===== config.mk =====
export PLATFORM = sky130hd
export DESIGN_NAME = id_alu_decode_flat
export DESIGN_NICKNAME = d
export VERILOG_FILES = /design/src/rtl/id_alu_decode_pkg.sv /design/src/rtl/id_alu_decode_if.sv /design/src/rtl/id_alu_decode_imm_gen.sv /design/src/rtl/id_alu_decode.sv /design/src/flat_wrapper.sv
export SDC_FILE = /design/constraint.sdc
export NUM_CORES = 1
export LEC_CHECK = 0
export ABC_AREA = 1
export CAP_MARGIN = 0
export CELL_PAD_IN_SITES_DETAIL_PLACEMENT = 2
export CELL_PAD_IN_SITES_GLOBAL_PLACEMENT = 2
export CORE_MARGIN = 4
export CORE_UTILIZATION = 27
export CTS_BUF_LIST = sky130_fd_sc_hd__clkbuf_4 sky130_fd_sc_hd__clkbuf_8 sky130_fd_sc_hd__clkbuf_16
export DETAILED_ROUTE_END_ITERATION = 10
export HOLD_SLACK_MARGIN = 0.06
export PLACE_DENSITY_LB_ADDON = 0.08
export SLEW_MARGIN = 40
export SYNTH_ARGS = -nofsm -noshare
export SYNTH_HDL_FRONTEND = slang
export SYNTH_SLANG_ARGS = --single-unit

===== constraint.sdc =====
create_clock -name clk -period 3.4 [get_ports clk]
set_input_delay 0.34 -clock clk [delete_from_list [all_inputs] [get_ports clk]]
set_output_delay 0.34 -clock clk [all_outputs]
set_load 0.05 [all_outputs]

===== src/rtl/id_alu_decode_pkg.sv =====
// Shared ALU-decode definitions: ALUCode values, RV32I opcodes, operand-B selects
// and immediate formats. The EX stage imports the same package.
package id_alu_decode_pkg;

   localparam logic [3:0] ALU_ADD  = 4'd0;
   localparam logic [3:0] ALU_SUB  = 4'd1;
   localparam logic [3:0] ALU_LUI  = 4'd2;
   localparam logic [3:0] ALU_AND  = 4'd3;
   localparam logic [3:0] ALU_XOR  = 4'd4;
   localparam logic [3:0] ALU_OR   = 4'd5;
   localparam logic [3:0] ALU_SLL  = 4'd6;
   localparam logic [3:0] ALU_SRL  = 4'd7;
   localparam logic [3:0] ALU_SRA  = 4'd8;
   localparam logic [3:0] ALU_SLT  = 4'd9;
   localparam logic [3:0] ALU_SLTU = 4'd10;

   localparam logic [6:0] OP_REG    = 7'b0110011;
   localparam logic [6:0] OP_IMM    = 7'b0010011;
   localparam logic [6:0] OP_LUI    = 7'b0110111;
   localparam logic [6:0] OP_AUIPC  = 7'b0010111;
   localparam logic [6:0] OP_LOAD   = 7'b0000011;
   localparam logic [6:0] OP_STORE  = 7'b0100011;
   localparam logic [6:0] OP_BRANCH = 7'b1100011;
   localparam logic [6:0] OP_JAL    = 7'b1101111;
   localparam logic [6:0] OP_JALR   = 7'b1100111;

   localparam logic [6:0] F7_BASE = 7'b0000000;
   localparam logic [6:0] F7_ALT  = 7'b0100000;

   localparam logic [1:0] SRCB_RS2  = 2'd0;
   localparam logic [1:0] SRCB_IMM  = 2'd1;
   localparam logic [1:0] SRCB_FOUR = 2'd2;

   typedef enum logic [2:0] {
      FMT_NONE,
      FMT_I,
      FMT_SH,
      FMT_S,
      FMT_B,
      FMT_U,
      FMT_J
   } imm_fmt_e;

   // alt selects sub/sra; callers only set it where the alternate form exists
   function automatic logic [3:0] alu_from_funct3(input logic [2:0] funct3, input logic alt);
      logic [3:0] code;
      case (funct3)
         3'b000:  code = alt ? ALU_SUB : ALU_ADD;
         3'b001:  code = ALU_SLL;
         3'b010:  code = ALU_SLT;
         3'b011:  code = ALU_SLTU;
         3'b100:  code = ALU_XOR;
         3'b101:  code = alt ? ALU_SRA : ALU_SRL;
         3'b110:  code = ALU_OR;
         default: code = ALU_AND;
      endcase
      return code;
   endfunction

endpackage


===== src/rtl/id_alu_decode_if.sv =====
// ALUCode bundle between the ID/EX register (master) and the EX stage (slave).
// The illegal flag exists only when ILLEGAL_TRAP_EN is defined.
interface id_alu_decode_if;
   logic        out_valid;
   logic        out_ready;
   logic [3:0]  ALUCode;
   logic        ALUSrcA;
   logic [1:0]  ALUSrcB;
   logic [31:0] Imm;
   logic [4:0]  rs1;
   logic [4:0]  rs2;
   logic [4:0]  rd;
   logic        RegWrite;
   logic        MemRead;
   logic        MemWrite;
   logic        Branch;
   logic        Jump;
   logic [31:0] pc_out;
`ifdef ILLEGAL_TRAP_EN
   logic        illegal;
`endif

   modport master (
`ifdef ILLEGAL_TRAP_EN
      output illegal,
`endif
      output out_valid, ALUCode, ALUSrcA, ALUSrcB, Imm, rs1, rs2, rd,
      output RegWrite, MemRead, MemWrite, Branch, Jump, pc_out,
      input  out_ready
   );

   modport slave (
`ifdef ILLEGAL_TRAP_EN
      input  illegal,
`endif
      input  out_valid, ALUCode, ALUSrcA, ALUSrcB, Imm, rs1, rs2, rd,
      input  RegWrite, MemRead, MemWrite, Branch, Jump, pc_out,
      output out_ready
   );
endinterface


===== src/rtl/id_alu_decode_imm_gen.sv =====
// Immediate expander: builds the 32-bit operand for the format chosen by the decoder.
module imm_gen
   import id_alu_decode_pkg::*;
(
   input  logic [31:0] instr,
   input  imm_fmt_e    fmt,
   output logic [31:0] imm
);

   always_comb begin
      imm = '0;
      case (fmt)
         FMT_I:   imm = {{20{instr[31]}}, instr[31:20]};
         FMT_SH:  imm = {27'd0, instr[24:20]};
         FMT_S:   imm = {{20{instr[31]}}, instr[31:25], instr[11:7]};
         FMT_B:   imm = {{19{instr[31]}}, instr[31], instr[7], instr[30:25], instr[11:8], 1'b0};
         FMT_U:   imm = {instr[31:12], 12'd0};
         FMT_J:   imm = {{11{instr[31]}}, instr[31], instr[19:12], instr[20], instr[30:21], 1'b0};
         default: imm = '0;
      endcase
   end

endmodule


===== src/rtl/id_alu_decode.sv =====
// RV32I ID-stage ALU decoder with valid/ready ID/EX register and flush.
// Define ILLEGAL_TRAP_EN to add the illegal-instruction flag and its checker.
module id_alu_decode
   import id_alu_decode_pkg::*;
(
   input  logic            clk,
   input  logic            rst_n,
   input  logic            in_valid,
   output logic            in_ready,
   input  logic [31:0]     instr,
   input  logic [31:0]     pc,
   input  logic            flush,
   id_alu_decode_if.master ex
);

   logic [6:0]  opcode;
   logic [2:0]  funct3;
   logic [3:0]  dec_alu;
   logic        dec_srca;
   logic [1:0]  dec_srcb;
   imm_fmt_e    dec_fmt;
   logic [31:0] dec_imm;
   logic        dec_rw, dec_mr, dec_mw, dec_br, dec_jp;
   logic        kill;

   assign opcode   = instr[6:0];
   assign funct3   = instr[14:12];
   assign in_ready = ~ex.out_valid | ex.out_ready;

   imm_gen u_imm_gen (
      .instr (instr),
      .fmt   (dec_fmt),
      .imm   (dec_imm)
   );

   always_comb begin
      dec_alu  = ALU_ADD;
      dec_srca = 1'b0;
      dec_srcb = SRCB_RS2;
      dec_fmt  = FMT_NONE;
      dec_rw   = 1'b0;
      dec_mr   = 1'b0;
      dec_mw   = 1'b0;
      dec_br   = 1'b0;
      dec_jp   = 1'b0;
      case (opcode)
         OP_REG: begin
            dec_alu = alu_from_funct3(funct3, instr[30]);
            dec_rw  = 1'b1;
         end
         OP_IMM: begin
            dec_alu  = alu_from_funct3(funct3, (funct3 == 3'b101) & instr[30]);
            dec_srcb = SRCB_IMM;
            dec_rw   = 1'b1;
            if (funct3[1:0] == 2'b01) dec_fmt = FMT_SH;
            else                      dec_fmt = FMT_I;
         end
         OP_LUI: begin
            dec_alu  = ALU_LUI;
            dec_srcb = SRCB_IMM;
            dec_fmt  = FMT_U;
            dec_rw   = 1'b1;
         end
         OP_AUIPC: begin
            dec_srca = 1'b1;
            dec_srcb = SRCB_IMM;
            dec_fmt  = FMT_U;
            dec_rw   = 1'b1;
         end
         OP_LOAD: begin
            dec_srcb = SRCB_IMM;
            dec_fmt  = FMT_I;
            dec_mr   = 1'b1;
            dec_rw   = 1'b1;
         end
         OP_STORE: begin
            dec_srcb = SRCB_IMM;
            dec_fmt  = FMT_S;
            dec_mw   = 1'b1;
         end
         OP_BRANCH: begin
            // beq/bne -> sub, blt/bge -> slt, bltu/bgeu -> sltu
            if (!funct3[2])     dec_alu = ALU_SUB;
            else if (funct3[1]) dec_alu = ALU_SLTU;
            else                dec_alu = ALU_SLT;
            dec_fmt = FMT_B;
            dec_br  = 1'b1;
         end
         OP_JAL, OP_JALR: begin
            dec_srca = 1'b1;
            dec_srcb = SRCB_FOUR;
            dec_jp   = 1'b1;
            dec_rw   = 1'b1;
            if (opcode == OP_JAL) dec_fmt = FMT_J;
            else                  dec_fmt = FMT_I;
         end
         default: ;
      endcase
      if (instr[11:7] == 5'd0) dec_rw = 1'b0;
   end

`ifdef ILLEGAL_TRAP_EN
   logic dec_illegal;

   always_comb begin
      dec_illegal = 1'b0;
      case (opcode)
         OP_REG:
            dec_illegal = (instr[31:25] != F7_BASE) && (instr[31:25] != F7_ALT);
         OP_IMM: begin
            if (funct3 == 3'b001)
               dec_illegal = (instr[31:25] != F7_BASE);
            else if (funct3 == 3'b101)
               dec_illegal = (instr[31:25] != F7_BASE) && (instr[31:25] != F7_ALT);
         end
         OP_LUI, OP_AUIPC, OP_LOAD, OP_STORE, OP_BRANCH, OP_JAL, OP_JALR:
            dec_illegal = 1'b0;
         default:
            dec_illegal = 1'b1;
      endcase
   end

   assign kill = dec_illegal;

   always_ff @(posedge clk or negedge rst_n) begin
      if (!rst_n)                  ex.illegal <= 1'b0;
      else if (flush)              ex.illegal <= 1'b0;
      else if (in_valid && in_ready) ex.illegal <= dec_illegal;
      else if (ex.out_ready)       ex.illegal <= 1'b0;
   end
`else
   assign kill = 1'b0;
`endif

   // Flags are cleared whenever the register goes empty so EX never sees stale controls.
   always_ff @(posedge clk or negedge rst_n) begin
      if (!rst_n) begin
         ex.out_valid <= 1'b0;
         ex.ALUCode   <= ALU_ADD;
         ex.ALUSrcA   <= 1'b0;
         ex.ALUSrcB   <= SRCB_RS2;
         ex.Imm       <= '0;
         ex.rs1       <= '0;
         ex.rs2       <= '0;
         ex.rd        <= '0;
         ex.RegWrite  <= 1'b0;
         ex.MemRead   <= 1'b0;
         ex.MemWrite  <= 1'b0;
         ex.Branch    <= 1'b0;
         ex.Jump      <= 1'b0;
         ex.pc_out    <= '0;
      end else if (flush || (!(in_valid && in_ready) && ex.out_ready)) begin
         ex.out_valid <= 1'b0;
         ex.RegWrite  <= 1'b0;
         ex.MemRead   <= 1'b0;
         ex.MemWrite  <= 1'b0;
         ex.Branch    <= 1'b0;
         ex.Jump      <= 1'b0;
      end else if (in_valid && in_ready) begin
         ex.out_valid <= 1'b1;
         ex.ALUCode   <= dec_alu;
         ex.ALUSrcA   <= dec_srca;
         ex.ALUSrcB   <= dec_srcb;
         ex.Imm       <= dec_imm;
         ex.rs1       <= instr[19:15];
         ex.rs2       <= instr[24:20];
         ex.rd        <= instr[11:7];
         ex.RegWrite  <= dec_rw & ~kill;
         ex.MemRead   <= dec_mr & ~kill;
         ex.MemWrite  <= dec_mw & ~kill;
         ex.Branch    <= dec_br & ~kill;
         ex.Jump      <= dec_jp & ~kill;
         ex.pc_out    <= pc;
      end
   end

endmodule


===== src/flat_wrapper.sv =====
// flat-port wrapper written by rule: the top's interface ports become plain ports
module id_alu_decode_flat import id_alu_decode_pkg::*;
  (clk, rst_n, in_valid, in_ready, instr, pc, flush, ex_out_valid, ex_ALUCode, ex_ALUSrcA, ex_ALUSrcB, ex_Imm, ex_rs1, ex_rs2, ex_rd, ex_RegWrite, ex_MemRead, ex_MemWrite, ex_Branch, ex_Jump, ex_pc_out, ex_out_ready);
  id_alu_decode_if ex_i ();
  input  logic clk;
  input  logic rst_n;
  input  logic in_valid;
  output logic in_ready;
  input  logic [31:0] instr;
  input  logic [31:0] pc;
  input  logic flush;
  output wire logic [$bits(ex_i.out_valid)-1:0] ex_out_valid;
  output wire logic [$bits(ex_i.ALUCode)-1:0] ex_ALUCode;
  output wire logic [$bits(ex_i.ALUSrcA)-1:0] ex_ALUSrcA;
  output wire logic [$bits(ex_i.ALUSrcB)-1:0] ex_ALUSrcB;
  output wire logic [$bits(ex_i.Imm)-1:0] ex_Imm;
  output wire logic [$bits(ex_i.rs1)-1:0] ex_rs1;
  output wire logic [$bits(ex_i.rs2)-1:0] ex_rs2;
  output wire logic [$bits(ex_i.rd)-1:0] ex_rd;
  output wire logic [$bits(ex_i.RegWrite)-1:0] ex_RegWrite;
  output wire logic [$bits(ex_i.MemRead)-1:0] ex_MemRead;
  output wire logic [$bits(ex_i.MemWrite)-1:0] ex_MemWrite;
  output wire logic [$bits(ex_i.Branch)-1:0] ex_Branch;
  output wire logic [$bits(ex_i.Jump)-1:0] ex_Jump;
  output wire logic [$bits(ex_i.pc_out)-1:0] ex_pc_out;
  input wire logic [$bits(ex_i.out_ready)-1:0] ex_out_ready;
  assign ex_out_valid = ex_i.out_valid;
  assign ex_ALUCode = ex_i.ALUCode;
  assign ex_ALUSrcA = ex_i.ALUSrcA;
  assign ex_ALUSrcB = ex_i.ALUSrcB;
  assign ex_Imm = ex_i.Imm;
  assign ex_rs1 = ex_i.rs1;
  assign ex_rs2 = ex_i.rs2;
  assign ex_rd = ex_i.rd;
  assign ex_RegWrite = ex_i.RegWrite;
  assign ex_MemRead = ex_i.MemRead;
  assign ex_MemWrite = ex_i.MemWrite;
  assign ex_Branch = ex_i.Branch;
  assign ex_Jump = ex_i.Jump;
  assign ex_pc_out = ex_i.pc_out;
  assign ex_i.out_ready = ex_out_ready;
  id_alu_decode u_core (.clk(clk), .rst_n(rst_n), .in_valid(in_valid), .in_ready(in_ready), .instr(instr), .pc(pc), .flush(flush), .ex(ex_i));
endmodule

==> flow_summary_export.csv <==
group,metric,value,unit
critical_path,critical_path.max_fanout,19,
sta,timing.hold.ws,0.476,ns
cells_and_area,fin_nets,768,
cells_and_area,most-common-layout-cells,"sky130_fd_sc_hd__nand2_1, sky130_fd_sc_hd__clkdlybuf4s50_1, sky130_fd_sc_hd__dfrtp_1, sky130_fd_sc_hd__inv_1, sky130_fd_sc_hd__nand3_1",
cts,cts.path.max_buffers,2,
route,initialDrtViolationCount,133,
sta,finalSetupViolations,0,
cells_and_area,diode_insertion_count_for_antenna_repair,0,
route,detail_route.drc_violations,0,
logic_synthesis,yosys.area.top_type,"sky130_fd_sc_hd__dfrtp_1",
route,antenna_left,0,
status,outcome,"finished clean",
critical_path,crit_path_start_kind,"input pin",
cts,clkLatencyLatePin,0.35,ns
grt,number_of_global_route_vias_before_repair,4843,
route,routed-via-count,4273,
sta,hold_violations,0,
sta,post-route-period-util,0.654,
logic_synthesis,postSynth.topFlopCell,"sky130_fd_sc_hd__dfrtp_1",
sta,maxClockFrequency,450,MHz
cells_and_area,post_route_cells_drive_above_1_share,0.0839,
critical_path,path_class,"in2reg",
route,wl,15.9,mm
floorplan,io-pin-count,162,
grt,track_usage,0.177,
power,total_switching_power,1.12,mW
cts,postCtsHoldBufs,1,
power,switching_share,0.350,
flow_run,drv.max_cap_violation_count,0,
critical_path,reg2regPathDepth,6,
sta,worst_slack,1.18,ns
power,portion_of_total_power_attributed_to_sequential_cells,0.393,
worst_hold_path,min-delay-path-class,"in2async",
route,drt-vias-per-instance,4.65,
sta,rsz0062_at_grt,"no",
sta,relSlewSlack,0.553,
sta,final.setup_skew,0.00549,ns
logic_synthesis,async_reset_ff_frac,1.00,
cells_and_area,most_common_cell_after_layout_fill_and_taps_aside,"sky130_fd_sc_hd__nand2_1",
placed_design,hpwlAfterDp,11.9,mm
logic_synthesis,syn-cell-area,4420,um2
floorplan,rows,46,
critical_path,critical_path.endpoint_type,"flop",
cts,postCtsResizedCells,0,
floorplan,start_util,0.277,
placed_design,dpl.cell_count,903,
cts,cts-buffers-inserted,9,
route,drt-pass1-iter-count,4,
critical_path,cp.arrival,2.46,ns
sta,fin_crit,2.22,ns
placed_design,gp_congestion,0.795,
logic_synthesis,synth_cells,544,
critical_path,regToRegEndpoint,"u_core.ex.ALUSrcA",
logic_synthesis,synthesis.nets,613,
placed_design,portBuffers,161,
power,combinationalPowerShare,0.281,
power,power-per-cell-area,487,nW/um2
power,p_leak,3.26,nW
power,clockPowerShare,0.326,
floorplan,die_outline_area,18500,um2
cells_and_area,flow.area_growth_from_synthesis,48.0,%
sta,setup-tns-final,0,ns
floorplan,floorplan.die.width,136,um
cts,post_cts.repair.setup_buffers,0,
cells_and_area,fill_cells,1784,
floorplan,placeable_core_region,15900,um2
cts,cts.sinks,92,
grt,grt_max_degree,78,
logic_synthesis,synth-edff-count,0,
power,worst_ir_drop_vdd,0.000244,V
grt,grt_first_pass_wirelength,25.8,mm
cells_and_area,finished_layout_cells,919,
logic_synthesis,synth.yosys.warnings,0,
cts,clock-root-buffer,"sky130_fd_sc_hd__clkbuf_16",
logic_synthesis,yosys.cell_types.count,34,
sta,worst_slew_pin_slew,0.667,ns
cts,cts-htree-levels,3,
route,wl_per_cell,17.3,um
floorplan,die_height,136,um
cts,tritoncts,"done",
logic_synthesis,synth-seq-area-share,0.521,
power,design_power_total,3.19,mW
logic_synthesis,ys_seq_elements,92,
logic_synthesis,syn_area_per_cell,8.12,um2
critical_path,rrSetupSlack,1.59,ns
critical_path,cp_data_required_time,3.63,ns
grt,grt_overflow_total,0,
sta,maxSlewViolCount,0,
logic_synthesis,synth_top_area_frac,0.521,
grt,number_of_antenna_violations_at_the_first_check_in_global_routing,0,
placed_design,pre_cts_ws,0.792,ns
power,internal_power,2.07,mW
logic_synthesis,yosys-top-cells-area,"sky130_fd_sc_hd__dfrtp_1, sky130_fd_sc_hd__nand2_1, sky130_fd_sc_hd__nand3_1",
cts,worst_setup_hold_path_clk_slew,0.07,ns
critical_path,reg2reg_launch_point,"u_core.ex.out_valid",
-- critical path, stage by stage --
cell and delay [ns]:
sky130_fd_sc_hd__clkdlybuf4s50_1 0.52, sky130_fd_sc_hd__inv_1 0.11, sky130_fd_sc_hd__nor2_1 0.31, sky130_fd_sc_hd__nand3_4 0.27, sky130_fd_sc_hd__nand2_4 0.24, sky130_fd_sc_hd__nor2_8 0.07, sky130_fd_sc_hd__nand4_4 0.28, sky130_fd_sc_hd__nand3_1 0.13
sky130_fd_sc_hd__nand2_1 0.10, sky130_fd_sc_hd__nand2_1 0.07
-- cell type report --
cell class | instances | area [um2] | share of cell area
sequential | 92 | 2300 | 0.352
tap | 216 | 270 | 0.0413
multi-input combinational | 391 | 1860 | 0.284
clock inverter | 5 | 62.6 | 0.00957
timing repair buffer | 166 | 1670 | 0.255
clock buffer | 10 | 233 | 0.0356
inverter | 39 | 148 | 0.0226
-- how the worst max path moves through the flow --
stage	start	endpoint	slack, ns	cells past startpoint
finish	instr[2]	u_core.ex.Imm[20]	1.18	10
global placement	instr[3]	u_core.ex.Imm[17]	0.86	8
global route	instr[6]	u_core.ex.Imm[10]	1.01	10
detailed placement	instr[6]	u_core.ex.Imm[7]	0.79	10
floorplan	u_core.ex.out_valid	u_core.ex.pc_out[11]	1.27	8
CTS	instr[6]	u_core.ex.Imm[20]	1.17	11
-- routing by layer --
metal	vias up	track usage	routed length, um
li1	2031	-	-
met2	96	0.308	8000
met1	2134	0.220	6990
met5	-	0	0
met4	0	0.0538	199
met3	12	0.0363	701
-- cell usage after synthesis, types with 2 or more instances --
| cell | n |
|---|---|
| sky130_fd_sc_hd__nand3_1 | 30 |
| sky130_fd_sc_hd__o31ai_1 | 2 |
| sky130_fd_sc_hd__nor2_4 | 3 |
| sky130_fd_sc_hd__nand4_1 | 12 |
| sky130_fd_sc_hd__o21ai_0 | 23 |
| sky130_fd_sc_hd__dfrtp_1 | 92 |
| sky130_fd_sc_hd__buf_6 | 2 |
| sky130_fd_sc_hd__nor2_8 | 2 |
| sky130_fd_sc_hd__a21oi_1 | 7 |
| sky130_fd_sc_hd__nand3_2 | 11 |
| sky130_fd_sc_hd__nor2_2 | 5 |
| sky130_fd_sc_hd__nand2_4 | 4 |
| sky130_fd_sc_hd__inv_2 | 5 |
| sky130_fd_sc_hd__nand2_2 | 5 |
| sky130_fd_sc_hd__o22ai_1 | 2 |
| sky130_fd_sc_hd__nor2_1 | 12 |
| sky130_fd_sc_hd__clkbuf_1 | 13 |
| sky130_fd_sc_hd__buf_2 | 5 |
| sky130_fd_sc_hd__inv_1 | 34 |
| sky130_fd_sc_hd__nand2_1 | 261 |
-- registers in the layout, summed over array words and instances (netlist names), 2 cells and up --
register,count
u_core.ex.ALUCode,4
u_core.ex.pc_out,32
u_core.ex.rs2,5
u_core.ex.Imm,32
u_core.ex.rd,5
u_core.ex.ALUSrcB,2
u_core.ex.rs1,5
-- power groups by stage --
stage                     registers [mW]  logic [mW]  clock network, mW
after floorplan                     1.63       0.154                  0
after global placement              1.27       0.888                  0
after detailed placement            1.28       0.908                  0
after CTS                           1.26       0.912               1.08
after global routing                1.27       0.952               1.11
final                               1.25       0.894               1.04
-- logic make-up after synthesis --
logic type | synth area share
AO/OA/AOI/OAI | 0.0532
AND/OR/NAND/NOR | 0.364
buffers and inverters | 0.0615
flip-flops | 0.521
-- through the flow --
| step | instance area [um2] | utilization |
|---|---|---|
| final | 6540 | 0.410 |
| after global routing | 6540 | 0.410 |
| after CTS | 6530 | 0.410 |
| after detailed placement | 6230 | 0.391 |
| after global placement | 6220 | 0.390 |
| after floorplan | 4420 | - |
(Power assumes the default switching activity.)
